### config.mk
export PLATFORM = sky130hd
export DESIGN_NAME = spart_wr_packer
export DESIGN_NICKNAME = d
export VERILOG_FILES = /design/src/rtl/mem_ctrl_pkg.sv /design/src/rtl/spart_wr_packer_sync_fifo.sv /design/src/rtl/spart_wr_packer.sv
export SDC_FILE = /design/constraint.sdc
export NUM_CORES = 1
export LEC_CHECK = 0
export CAP_MARGIN = 20
export CORE_MARGIN = 2
export CORE_UTILIZATION = 64
export DETAILED_ROUTE_END_ITERATION = 6
export DONT_BUFFER_PORTS = 1
export PLACE_DENSITY = 0.8
export SLEW_MARGIN = 15
export SYNTH_ARGS = -nofsm -noshare
export SYNTH_HDL_FRONTEND = slang
export SYNTH_HIERARCHICAL = 1
export SYNTH_SLANG_ARGS = --single-unit
### constraint.sdc
create_clock -name clk -period 6.6 [get_ports clk]
set_input_delay 0.99 -clock clk [delete_from_list [all_inputs] [get_ports clk]]
set_output_delay 0.99 -clock clk [all_outputs]
set_load 0.02 [all_outputs]
### src/rtl/mem_ctrl_pkg.sv
// Shared definitions for the SDRAM memory controller and its SPART write feeder.
// The busy status codes live here so the controller and the packer agree on them.
package mem_ctrl_pkg;

  // Controller status as reported on the 2-bit busy bus
  typedef enum logic [1:0] {
    FREE       = 2'b00,
    BUSY_CPU   = 2'b01,
    BUSY_SPART = 2'b10,
    BUSY_AUDIO = 2'b11
  } mem_busy_e;

  // Write-issue states of the SPART packer
  typedef enum logic [1:0] {
    IDLE  = 2'b00,
    ISSUE = 2'b01,
    DRAIN = 2'b10
  } packer_state_e;

  // Byte and word widths used by the packer datapath
  localparam int BYTE_W = 8;
  localparam int WORD_W = 16;

  // Busy code that tells the packer its request has been taken
  function automatic logic is_spart_ack(input logic [1:0] busy);
    return busy == BUSY_SPART;
  endfunction

endpackage

### src/rtl/spart_wr_packer_sync_fifo.sv
// Synchronous circular-buffer FIFO used by the SPART write packer.
// Pointers carry one extra wrap bit so full and empty are told apart without
// a separate counter; the head word is read combinationally.
module sync_fifo #(
  parameter int WIDTH = 16,
  parameter int DEPTH = 16
) (
  input  logic                     clk,
  input  logic                     rst_n,
  input  logic                     push,
  input  logic                     pop,
  input  logic [WIDTH-1:0]         din,
  output logic [WIDTH-1:0]         dout,
  output logic                     full,
  output logic                     empty,
  output logic [$clog2(DEPTH):0]   level
);

  localparam int AW = $clog2(DEPTH);

  // Depth must be a power of two so the pointers wrap on their own
  if (DEPTH < 2 || (DEPTH & (DEPTH - 1)) != 0) begin : g_bad_depth
    $error("sync_fifo: DEPTH must be a power of two and at least 2");
  end

  logic [WIDTH-1:0] mem_q [DEPTH];
  logic [WIDTH-1:0] mem_d [DEPTH];
  logic [AW:0]      wr_ptr_q, wr_ptr_d;
  logic [AW:0]      rd_ptr_q, rd_ptr_d;
  logic             wr_en;
  logic             rd_en;

  // Status flags and the acceptance rule: a push into a full FIFO still
  // succeeds when the head leaves in the same cycle
  always_comb begin
    empty = (wr_ptr_q == rd_ptr_q);
    full  = (wr_ptr_q[AW] != rd_ptr_q[AW]) &&
            (wr_ptr_q[AW-1:0] == rd_ptr_q[AW-1:0]);
    rd_en = pop && !empty;
    wr_en = push && (!full || rd_en);
    level = wr_ptr_q - rd_ptr_q;
    dout  = mem_q[rd_ptr_q[AW-1:0]];
  end

  // Next pointer values and storage write
  always_comb begin
    wr_ptr_d = wr_ptr_q;
    rd_ptr_d = rd_ptr_q;
    mem_d    = mem_q;
    if (wr_en) begin
      mem_d[wr_ptr_q[AW-1:0]] = din;
      wr_ptr_d = wr_ptr_q + 1'b1;
    end
    if (rd_en) begin
      rd_ptr_d = rd_ptr_q + 1'b1;
    end
  end

  // Pointer registers; reset empties the buffer
  always_ff @(posedge clk) begin
    if (!rst_n) begin
      wr_ptr_q <= '0;
      rd_ptr_q <= '0;
    end else begin
      wr_ptr_q <= wr_ptr_d;
      rd_ptr_q <= rd_ptr_d;
    end
  end

  // Storage array; contents are don't-care until written
  always_ff @(posedge clk) begin
    mem_q <= mem_d;
  end

endmodule

### src/rtl/spart_wr_packer.sv
// SPART write packer: pairs received UART bytes into 16-bit words, buffers
// them, and hands them one at a time to the memory controller's SPART port
// whenever the controller reports itself free.
// Optional macro SPART_PAD_TIMEOUT_EN: a lone byte that waits TIMEOUT idle
// cycles is padded with a zero high byte and pushed on its own.
module spart_wr_packer
  import mem_ctrl_pkg::*;
#(
  parameter int DEPTH   = 16,
  parameter int TIMEOUT = 1024
) (
  input  logic                   clk,
  input  logic                   rst_n,
  input  logic [7:0]             rx_data,
  input  logic                   rx_valid,
  input  logic [1:0]             mem_busy,
  output logic [15:0]            mem_wdata,
  output logic                   mem_wr,
  output logic [$clog2(DEPTH):0] fifo_level,
  output logic                   overflow,
  input  logic                   clr_ovf
);

  // A zero timeout would pad every byte immediately
  if (TIMEOUT < 1) begin : g_bad_timeout
    $error("spart_wr_packer: TIMEOUT must be at least 1");
  end

  logic                 pending_q, pending_d;
  logic [BYTE_W-1:0]    low_q, low_d;
  logic                 push_req;
  logic [WORD_W-1:0]    push_word;

  packer_state_e        state_q, state_d;
  logic                 wr_q, wr_d;
  logic [WORD_W-1:0]    wdata_q, wdata_d;
  logic                 pop;

  logic                 ovf_q, ovf_d;
  logic                 drop;

  logic [WORD_W-1:0]    fifo_dout;
  logic                 fifo_full;
  logic                 fifo_empty;

`ifdef SPART_PAD_TIMEOUT_EN
  localparam int CW = $clog2(TIMEOUT + 1);
  logic [CW-1:0]        cnt_q, cnt_d;

  // Byte pairing, with a zero-padded push once a lone byte has waited long enough;
  // a real partner byte always wins over the timeout
  always_comb begin
    pending_d = pending_q;
    low_d     = low_q;
    push_req  = 1'b0;
    push_word = {rx_data, low_q};
    cnt_d     = cnt_q;
    if (rx_valid) begin
      cnt_d = '0;
      if (pending_q) begin
        push_req  = 1'b1;
        pending_d = 1'b0;
      end else begin
        low_d     = rx_data;
        pending_d = 1'b1;
      end
    end else if (!pending_q) begin
      cnt_d = '0;
    end else if (cnt_q == CW'(TIMEOUT - 1)) begin
      push_req  = 1'b1;
      push_word = {8'h00, low_q};
      pending_d = 1'b0;
      cnt_d     = '0;
    end else begin
      cnt_d = cnt_q + 1'b1;
    end
  end

  // Idle-cycle counter for the lone pending byte
  always_ff @(posedge clk) begin
    if (!rst_n) begin
      cnt_q <= '0;
    end else begin
      cnt_q <= cnt_d;
    end
  end
`else
  // Byte pairing: the first byte is parked as the low half, the second
  // completes the word and is pushed in the same cycle
  always_comb begin
    pending_d = pending_q;
    low_d     = low_q;
    push_req  = 1'b0;
    push_word = {rx_data, low_q};
    if (rx_valid) begin
      if (pending_q) begin
        push_req  = 1'b1;
        pending_d = 1'b0;
      end else begin
        low_d     = rx_data;
        pending_d = 1'b1;
      end
    end
  end
`endif

  // Pending-byte registers
  always_ff @(posedge clk) begin
    if (!rst_n) begin
      pending_q <= 1'b0;
      low_q     <= '0;
    end else begin
      pending_q <= pending_d;
      low_q     <= low_d;
    end
  end

  sync_fifo #(
    .WIDTH (WORD_W),
    .DEPTH (DEPTH)
  ) u_fifo (
    .clk   (clk),
    .rst_n (rst_n),
    .push  (push_req),
    .pop   (pop),
    .din   (push_word),
    .dout  (fifo_dout),
    .full  (fifo_full),
    .empty (fifo_empty),
    .level (fifo_level)
  );

  // Issue handshake: request only when the controller is free, hold the
  // request through CPU/audio service, and release it once the controller
  // reports it is serving us; then wait for free again before the next word
  always_comb begin
    state_d = state_q;
    wr_d    = wr_q;
    wdata_d = wdata_q;
    pop     = 1'b0;
    case (state_q)
      IDLE: begin
        wr_d = 1'b0;
        if (!fifo_empty && mem_busy == FREE) begin
          state_d = ISSUE;
          wr_d    = 1'b1;
          wdata_d = fifo_dout;
        end
      end
      ISSUE: begin
        wr_d = 1'b1;
        if (is_spart_ack(mem_busy)) begin
          state_d = DRAIN;
          wr_d    = 1'b0;
          pop     = 1'b1;
        end
      end
      DRAIN: begin
        wr_d = 1'b0;
        if (mem_busy == FREE) begin
          state_d = IDLE;
        end
      end
      default: begin
        state_d = IDLE;
        wr_d    = 1'b0;
      end
    endcase
  end

  // Handshake registers; outputs come straight from flops
  always_ff @(posedge clk) begin
    if (!rst_n) begin
      state_q <= IDLE;
      wr_q    <= 1'b0;
      wdata_q <= '0;
    end else begin
      state_q <= state_d;
      wr_q    <= wr_d;
      wdata_q <= wdata_d;
    end
  end

  // Sticky overflow: a drop in the same cycle as a clear keeps it set
  always_comb begin
    drop  = push_req && fifo_full && !pop;
    ovf_d = ovf_q;
    if (clr_ovf) begin
      ovf_d = 1'b0;
    end
    if (drop) begin
      ovf_d = 1'b1;
    end
  end

  // Overflow flag register
  always_ff @(posedge clk) begin
    if (!rst_n) begin
      ovf_q <= 1'b0;
    end else begin
      ovf_q <= ovf_d;
    end
  end

  assign mem_wr    = wr_q;
  assign mem_wdata = wdata_q;
  assign overflow  = ovf_q;

endmodule

==> impl_metrics.env <==
export IMPL_status="finished, final reports clean"
export IMPL_ir_drop_mv=0.227
export IMPL_dp_cells=863
export IMPL_route_detailed_drc=0
export IMPL_postCtsHoldBufs=0
export IMPL_grt_max_degree=58
export IMPL_postRouteAntennaNets=0
export IMPL_cts_sinks=295
export IMPL_p_sw_share_pct=19.6
export IMPL_grt_ovfl_total=0
export IMPL_grt_usage_pct=26.4
export IMPL_ios=37
export IMPL_r2r_start="u_fifo/rd_ptr_q[2]"
export IMPL_async_reset_ff_share_pct=0
export IMPL_drt_pre_antenna_iters=5
export IMPL_htreeDepth=1
export IMPL_grt_pass1_vias=6214
export IMPL_synth_edff_count=256
export IMPL_hold_end="mem_wr"
export IMPL_arrival_ns=2.68
export IMPL_hpwl_um=14100
export IMPL_hold_depth=1
export IMPL_initial_utilization_pct=65.2
export IMPL_ys_warn_count=6
export IMPL_core_mm2=0.0180
export IMPL_critical_path_class="register to output port"
export IMPL_p_clk_share_pct=43.6
export IMPL_clockBufferDepth=3
export IMPL_clock_root_buffer="clkbuf_16"
export IMPL_p_int_uw=2990
export IMPL_dieArea_mm2=0.0194
export IMPL_post_route_period_util_pct=55.7
export IMPL_worst_path_largest_cell_delay_ns=0.72
export IMPL_crit_slowest_cell="dfxtp_4"
export IMPL_netlist_instances=650
export IMPL_power_leakage_uw=0.00414
export IMPL_crit_path_end_kind="output port"
export IMPL_post_cts_buffers=0
export IMPL_reg2reg_depth=7
export IMPL_p_comb_share_pct=1.1
export IMPL_rsz0062_at_grt="false"
export IMPL_timing_rr_end="u_fifo/mem_q[177]"
export IMPL_ctsResizeCount=0
export IMPL_die_width_um=139
export IMPL_place_ws_ns=3.44
export IMPL_period_minus_slack_ns=3.67
export IMPL_synth_nets=674
export IMPL_p_switching_uw=726
export IMPL_finalClockSkew_ns=0.0130
export IMPL_place_congestion=0.801
export IMPL_drv_cap=0
export IMPL_hold_path_class="register to register"
export IMPL_drive_above_1_share_pct=19.2
export IMPL_drt_iter0_drc=702
export IMPL_grt_antenna_before_repair=0
export IMPL_worst_pin_slew_ns=1.19
export IMPL_rows=49
export IMPL_yosys_cell_types_count=45
export IMPL_ys_flop_type="edfxtp_1"
export IMPL_final_cells=917
export IMPL_clk_pin_slew_worst_paths_ns=0.06
export IMPL_antenna_cells=0
export IMPL_final_design_area_no_fill_mm2=0.0129
export IMPL_crit_path_start_kind="register"
export IMPL_io_buffers=0
export IMPL_cts_made_buffers=29
export IMPL_nets=689
export IMPL_vias=6132
export IMPL_final_core_util_pct=72.0
export IMPL_wire_per_inst_um=27.6
export IMPL_wl_um=25300
export IMPL_reg2reg_slack_ns=3.42
export IMPL_hold_viol=0
export IMPL_crit_fanout=28
export IMPL_min_from="state_q[1]"
export IMPL_cts_tree="built"
export IMPL_p_seq_share_pct=55.3
export IMPL_placed_cell_area_mm2=0.0120
export IMPL_final_max_slew_viol_count=0
export IMPL_clock_latency_ns=0.55
export IMPL_syn_area_per_cell_um2=18.0
export IMPL_yosysSeqAreaShare_pct=72.3
export IMPL_area_delta_synth_final_pct=10.4
export IMPL_p_per_area_mw_per_mm2=287
export IMPL_max_slew_margin_pct=20.9
export IMPL_via_per_inst=6.69
export IMPL_finalSetupTns_ns=0
export IMPL_syn_area_mm2=0.0117
export IMPL_setup_viol=0
export IMPL_worst_ep_required_time_ns=5.61
export IMPL_fmax_ghz=0.272
export IMPL_setup_ws_ns=2.93
export IMPL_die_y_um=139
export IMPL_critical_path_cell_chain="ha_1 > inv_1 > fa_1 > a21o_1 > a21oi_1 > xnor2_1"
export IMPL_ys_ff_latch=295
export IMPL_grt_first_pass_wirelength_um=37800
cells in the mapped netlist, types with 2 or more instances:
cell type / count / area (um2)
a21boi_1: 10 / 75.1
a21o_1: 2 / 15.0
a21oi_1: 2 / 10.0
a22oi_1: 16 / 120
a32oi_1: 16 / 140
and2_1: 8 / 50.1
buf_1: 2 / 7.51
buf_2: 12 / 60.1
buf_4: 3 / 22.5
buf_6: 3 / 33.8
clkbuf_1: 14 / 52.6
dfxtp_1: 39 / 781
edfxtp_1: 256 / 7690
ha_1: 9 / 113
inv_1: 7 / 26.3
mux2i_1: 68 / 681
mux4_2: 48 / 1080
nand2_1: 54 / 203
nand2b_1: 6 / 37.5
nor2_1: 18 / 67.6
nor2b_1: 5 / 31.3
nor3_1: 5 / 25.0
nor4b_1: 2 / 17.5
o21ai_1: 17 / 85.1
xnor2_1: 7 / 61.3
xor2_1: 2 / 17.5
cells by family after synthesis:
family          count (synthesis)  synth area share (%)
compound gates                 70                  4.40
flops                         295                  72.3
fa+ha+maj                      10                  1.13
buf+inv                        43                  1.93
xor+xnor                       10                 0.812
mux                           116                  15.0
simple gates                  106                  4.41
per-stage QoR:
step	hold slack, ns	power [uW]
after floorplan	0.453	2120
after global placement	0.464	2130
after detailed placement	0.488	2130
after CTS	0.505	3740
after global routing	0.516	3810
final	0.514	3710
cell type report:
cell class / count / area (um2)
flip-flops and latches: 295 / 8480
fillers: 1023 / 5020
multi-input cells: 312 / 3050
clock buffers: 36 / 792
well taps: 229 / 287
clock inverters: 18 / 166
repair buffers: 19 / 143
inverters: 8 / 30.0
critical path: cells and delay by family, from the launching register on:
kind	cells	cell delay (ns)
AOI/OAI and AO/OA	2	0.36
buffers and inverters	1	0.06
DFF	1	0.72
xor gates and xnor gates	1	0.28
adders and majority gates	2	0.71
how the worst max path moves through the flow:
stage / startpoint / endpoint / slack, ns / cells past startpoint
2_1_floorplan: u_fifo/rd_ptr_q[1] / u_fifo/mem_q[208] / 3.23 / 8
3_3_place_gp: u_fifo/rd_ptr_q[0] / fifo_level[4] / 3.49 / 6
3_5_place_dp: u_fifo/rd_ptr_q[0] / fifo_level[4] / 3.44 / 6
4_1_cts: u_fifo/rd_ptr_q[0] / fifo_level[4] / 2.88 / 6
5_1_grt: u_fifo/rd_ptr_q[0] / fifo_level[4] / 2.80 / 6
6_report: u_fifo/rd_ptr_q[0] / fifo_level[4] / 2.93 / 6
layer usage:
layer	global-route usage (%)	share of wire, %	vias to the layer above
li1	-	-	2597
met1	36.4	38	3140
met2	42.1	49	329
met3	5.75	10	66
met4	10.6	3.5	0
met5	0	0	-
state kept, by name, summed over array words and instances (netlist names):
name             count
u_fifo/mem_q       256
mem_wdata           16
low_q                8
u_fifo/rd_ptr_q      5
u_fifo/wr_ptr_q      5
state_q              2
mem_wr               1
overflow             1
pending_q            1
placed cells by master, fill, tap and decap left out, drive strengths merged:
master	instances
xor2	2
a21oi	2
dfxtp	39
bufinv	2
o22ai	1
and2	8
nor4b	2
o21a	1
nor3b	1
clkbuf	36
clkinvlp	2
mux2i	68
a21o	2
nand2	54
o211ai	1
o311ai	1
ha	9
a32oi	16
inv	9
buf	19
or3	1
nor3	5
fa	1
nand4	2
nand2b	6
or4	1
o2111ai	1
a22oi	16
nor2b	5
clkinv	13
nand3	1
a21boi	10
nor2	19
and4bb	1
mux4	48
o21ai	18
edfxtp	256
o31a	1
xnor2	8
power by group through the flow:
stage	Sequential, uW	Clock, uW	Combinational (uW)
detailed placement	2090	0	40.5
floorplan	2090	0	34.7
finish	2050	1620	41.1
global route	2050	1710	44.3
global placement	2090	0	38.8
CTS	2050	1640	41.3
Note: power is estimated with default switching activity, not from simulation.
